<file path="src/rtl/fifo_frame_writer.sv">
// Frame producer for the async FIFO write port.
// Emits header (length), payload words, XOR trailer.
module fifo_frame_writer #(
  parameter int WIDTH   = 8,
  parameter int MAX_LEN = 16,
  parameter int LEN_W   = $clog2(MAX_LEN + 1)
) (
  input  logic             wr_clk,
  input  logic             wr_rstn,
  input  logic             cmd_valid,
  output logic             cmd_ready,
  input  logic [LEN_W-1:0] cmd_len,
  input  logic             in_valid,
  output logic             in_ready,
  input  logic [WIDTH-1:0] in_data,
  input  logic             full_flag,
  output logic             wr_en,
  output logic [WIDTH-1:0] wr_data,
  output logic             busy,
  output logic             frame_done,
  output logic             cmd_err,
  output logic [15:0]      frame_cnt
);

  typedef enum logic [1:0] {
    IDLE = 2'd0,
    HDR  = 2'd1,
    PAY  = 2'd2,
    TRL  = 2'd3
  } state_t;

  localparam logic [LEN_W-1:0] MAX_L = LEN_W'(MAX_LEN);
  localparam logic [LEN_W-1:0] ONE_L = LEN_W'(1);

  state_t           state_q;
  logic [LEN_W-1:0] len_q;
  logic [LEN_W-1:0] rem_q;
  logic [WIDTH-1:0] csum_q;
  logic             done_q;
  logic             err_q;
  logic [15:0]      frame_cnt_q;
  logic [15:0]      frame_cnt_d;
  logic             cmd_ok;

  assign cmd_ok = (cmd_len != '0) && (cmd_len <= MAX_L);

  assign cmd_ready  = (state_q == IDLE);
  assign busy       = (state_q != IDLE);
  assign frame_done = done_q;
  assign cmd_err    = err_q;
  assign frame_cnt  = frame_cnt_q;

  // Write strobe and data, qualified by full so each strobe is one write.
  always_comb begin
    wr_en    = 1'b0;
    wr_data  = '0;
    in_ready = 1'b0;
    frame_cnt_d = frame_cnt_q;
    unique case (state_q)
      HDR: begin
        wr_en   = ~full_flag;
        wr_data = WIDTH'(len_q);
      end
      PAY: begin
        in_ready = ~full_flag;
        wr_en    = in_valid & ~full_flag;
        wr_data  = in_data;
      end
      TRL: begin
        wr_en   = ~full_flag;
        wr_data = csum_q;
        if (~full_flag) frame_cnt_d = frame_cnt_q + 16'd1;
      end
      default: ;
    endcase
  end

  // Frame sequencer with length/checksum tracking and status pulses.
  always_ff @(posedge wr_clk or negedge wr_rstn) begin
    if (!wr_rstn) begin
      state_q     <= IDLE;
      len_q       <= '0;
      rem_q       <= '0;
      csum_q      <= '0;
      done_q      <= 1'b0;
      err_q       <= 1'b0;
      frame_cnt_q <= '0;
    end else begin
      done_q      <= 1'b0;
      err_q       <= 1'b0;
      frame_cnt_q <= frame_cnt_d;
      unique case (state_q)
        IDLE: begin
          if (cmd_valid) begin
            if (cmd_ok) begin
              len_q   <= cmd_len;
              rem_q   <= cmd_len;
              csum_q  <= '0;
              state_q <= HDR;
            end else begin
              err_q <= 1'b1;
            end
          end
        end
        HDR: begin
          if (wr_en) state_q <= PAY;
        end
        PAY: begin
          if (wr_en) begin
            csum_q <= csum_q ^ in_data;
            rem_q  <= rem_q - ONE_L;
            if (rem_q == ONE_L) state_q <= TRL;
          end
        end
        TRL: begin
          if (wr_en) begin
            state_q <= IDLE;
            done_q  <= 1'b1;
          end
        end
        default: state_q <= IDLE;
      endcase
    end
  end

endmodule
</file>
<file path="config.mk">
export PLATFORM = sky130hd
export DESIGN_NAME = fifo_frame_writer
export DESIGN_NICKNAME = d
export VERILOG_FILES = /design/src/rtl/fifo_frame_writer.sv
export SDC_FILE = /design/constraint.sdc
export NUM_CORES = 1
export LEC_CHECK = 0
export CORE_ASPECT_RATIO = 0.75
export CORE_UTILIZATION = 45
export DETAILED_ROUTE_END_ITERATION = 8
export DONT_BUFFER_PORTS = 1
export PLACE_DENSITY = 0.62
export SLEW_MARGIN = 0
export SYNTH_ARGS = -nofsm -noshare
export SYNTH_HDL_FRONTEND = slang
export SYNTH_SLANG_ARGS = --single-unit
export TNS_END_PERCENT = 20
</file>
<file path="constraint.sdc">
create_clock -name wr_clk -period 1.9 [get_ports wr_clk]
set_input_delay 0.38 -clock wr_clk [delete_from_list [all_inputs] [get_ports wr_clk]]
set_output_delay 0.38 -clock wr_clk [all_outputs]
set_load 0.005 [all_outputs]
</file>
==> metrics.md <==
| Metric | Value |
|---|---|
| Hold_sp | `cmd_valid` |
| Dpl cells | `289` |
| Post-synthesis average cell area | `9.95 um^2` |
| WL/cell | `17.6 um` |
| Root buffer cell | `clkbuf_8` |
| Bufs and invs on worst path | `2` |
| R2R Path Start | `state_q[0]$_DFFE_PN0P_` |
| Arrival @ worst endpoint | `1.59 ns` |
| Hold Path Depth | `2` |
| Core area | `4600 um^2` |
| Die Span X | `83.3 um` |
| CP max stage delay | `0.45 ns` |
| Drt first pass iters | `4` |
| Power density cells | `1530 nW/um^2` |
| Routed Antenna Nets | `0` |
| Critical path type | `reg2out` |
| Row cnt | `21` |
| Worst rel slew slack | `76.1%` |
| Crit path capture type | `output pin` |
| Port Buffer Count | `0` |
| Vias per cell | `5.83` |
| Vias in the first global route | `1752` |
| Total clock sinks | `38` |
| Crit path max-delay family | `flip-flops` |
| Hold Violations, Final | `0` |
| Fmax | `507 MHz` |
| CP required | `1.52 ns` |
| Status | `finished with violations` |
| Hold WC Path Type | `in2reg` |
| Setup Skew | `0.00386 ns` |
| Area delta synth->final | `18.4%` |
| Clock Latency Late Sink | `0.29 ns` |
| DPL Wire Length | `3.84 mm` |
| All-Layer GR Usage | `22.0%` |
| CTS tree | `built` |
| Failing checks | `setup timing` |
| EDFF count, synth | `0` |
| Setup WS pre-CTS | `0.00962 ns` |
| Die Y | `62.9 um` |
| Clock buffer depth | `2` |
| Synth top area cells | `dfrtp_1, xnor2_1, nor2_1, nand3_1, ha_1` |
| Final worst-path setup slack | `-0.0741 ns` |
| Hold Crit Endpoint | `cmd_err$_DFF_PN0_` |
| GPL Wtd Cong | `0.834` |
| Reg2reg setup slack | `0.06 ns` |
| ANT cells | `0` |
| Synth unique cells | `49` |
| Number of synthesized register bits | `38` |
| Layout cells sized above 1 | `27.0%` |
| Via count | `1779` |
| Max Fanout on Critical Path | `7` |
| Post-synth top area share | `42.7%` |
| Crit start category | `flop` |
| Tightest Pin Transition | `0.358 ns` |
| DIE AREA | `5240 um^2` |
| Syn Nets | `249` |
| First-pass GRT wire length | `8.92 mm` |
| RSZ-0062 raised after global routing | `yes` |
| Fin crit share | `104%` |
| CP startpoint | `state_q[1]$_DFFE_PN0P_` |
| Yosys warns | `0` |
| Final WL | `5.37 mm` |
| R2r worst-path depth | `7` |
| Total chip power | `4.04 mW` |
| Initial antenna violation count | `0` |
| Peak VDD IR | `0.952 mV` |
| Crit path cell chain | `inv_2 -> ha_2 -> buf_6 -> a222oi_1 -> nor2_1` |
| Largest net degree at the start of global routing | `39` |
| Final Max Tran Viols | `0` |
| I/O pin cnt | `48` |
| Crit path max-delay cell type | `dfrtp_2` |
| Final nets | `272` |
| Register area share after synthesis | `42.7%` |
| Total gr overflow | `0` |
| Endpoints failing setup | `6` |
| CTS Buf Count | `5` |
| Leak | `1.12 nW` |
| Non-Filler Instances | `305` |
| Top_reg_cell synth | `dfrtp_1` |
| Ys async rst share | `100%` |
| Post-Syn Area | `2230 um^2` |
| FF-to-FF End | `len_q[2]$_DFFE_PN0P_` |
| Initial core utilization | `48.5%` |
| Synth Instances | `224` |
| Minimum clock period | `1.97 ns` |
| Initial drt markers | `129` |
| # DRC | `0` |
| Leading area contributor after synthesis | `dfrtp_1` |
| Depth of the CTS H-tree | `2` |
| Max Cap Violations | `0` |
| Reg clk slew, reported paths | `0.08 ns` |
==> cell type report <==
| cell class | instances | area [um^2] |
|---|---|---|
| multi-input combinational | 162 | 1220 |
| clock buffer | 7 | 76.3 |
| tap | 57 | 71.3 |
| timing repair buffer | 28 | 244 |
| fill | 395 | 1960 |
| inverter | 12 | 45.0 |
| sequential | 38 | 953 |
| clock inverter | 1 | 30.0 |
==> how the worst max path moves through the flow <==
stage | endpoint | slack, ns | cells past startpoint
final | wr_data[3] | -0.07 | 5
after global routing | wr_data[3] | -0.15 | 5
after CTS | wr_data[0] | -0.07 | 4
after detailed placement | len_q[2]$_DFFE_PN0P_ | 0.01 | 7
after global placement | len_q[2]$_DFFE_PN0P_ | 0.09 | 7
after floorplan | state_q[1]$_DFFE_PN0P_ | 0.006 | 4
==> per-stage QoR <==
| stage | area [um^2] | TNS, ns | util, % | hold WS [ns] |
|---|---|---|---|---|
| 5_1_grt | 2640 | -1.29 | 57.4 | 0.215 |
| 2_1_floorplan | 2230 | 0 | - | 0.0844 |
| 4_1_cts | 2590 | -0.237 | 56.3 | 0.207 |
| 3_5_place_dp | 2370 | 0 | 51.5 | 0.0855 |
| 3_3_place_gp | 2370 | 0 | 51.5 | 0.0855 |
| 6_report | 2640 | -0.238 | 57.4 | 0.212 |
==> sequential cells by signal, indices dropped and copies added, names as in the netlist <==
| signal | count |
|---|---|
| frame_done | 1 |
| frame_cnt | 16 |
| csum_q | 8 |
| state_q | 2 |
| len_q | 5 |
| cmd_err | 1 |
| rem_q | 5 |
==> report_power, final <==
group	switching, mW	internal (mW)
combinational	1.07	0.974
sequential	0.258	1.05
clock	0.285	0.393
total	1.62	2.42
==> cell usage in the layout, fill, tap and decap left out, types with 3 or more instances in the layout <==
master    netlist  routed
nor3_1          4       4
xor2_1          4       4
xnor2_1        13      13
o21ai_1         0       4
mux2_2          6       6
a211oi_1        6       4
nand2_1        10      10
nand3_1        19      19
inv_2           0       3
nand4b_1        7       7
buf_4           0      22
ha_1            7       3
nand4_1         4       4
a222oi_1        5       5
o21ai_0        10       5
clkbuf_8        0       5
nor2_1         28      27
buf_6           2       3
a211oi_2        1       3
inv_1          12       9
dfrtp_1        38      36
nand3b_1        3       3
==> worst reg2reg max path, cell delays in order, from the launching register on <==
cell and delay (ns):
dfrtp_2 0.45, inv_2 0.10, ha_2 0.26, buf_4 0.19, nand3b_1 0.08, mux2i_1 0.12
buf_4 0.18, mux2_2 0.34
==> Yosys cell counts, drive strengths merged, types with 2 or more instances <==
cell	count
and3	2
mux2	7
a22oi	3
a21oi	4
xnor2	13
nor3b	2
nor4	3
dfrtp	38
mux2i	2
and2	2
o22ai	2
a222oi	5
nand3b	3
a221oi	2
ha	7
nand3	19
clkbuf	6
nand2	10
nand4	4
a211oi	7
o21ai	10
nor2	28
nor3	4
xor2	4
buf	6
inv	12
nand4b	7
==> kinds of logic after synthesis <==
logic type | synth area share (%)
fa+ha+maj | 3.93
simple gates | 22.0
xor+xnor | 6.68
compound gates | 14.5
flops | 42.7
mux | 4.60
buf+inv | 5.61
==> per-layer routing <==
layer  track usage [%]  vias to the layer above  part of all wire [%]
met4              5.39                        0                  0.86
met3              8.45                        5                   8.8
li1                  -                      854                     -
met5                 0                        -                     0
met1              31.2                      862                    49
met2              31.4                       58                    42
==> repair_timing <==
item / 4_1_cts / 5_1_grt
hold buffers: 2 / 0
pin swaps: 7 / 8
setup buffers: 4 / 1
endpoints found under the hold margin: 38 / 0
gates resized for setup: 14 / 17
endpoints found under the setup margin: 9 / 26
cloned: 1 / 0
(Power assumes the default switching activity.)
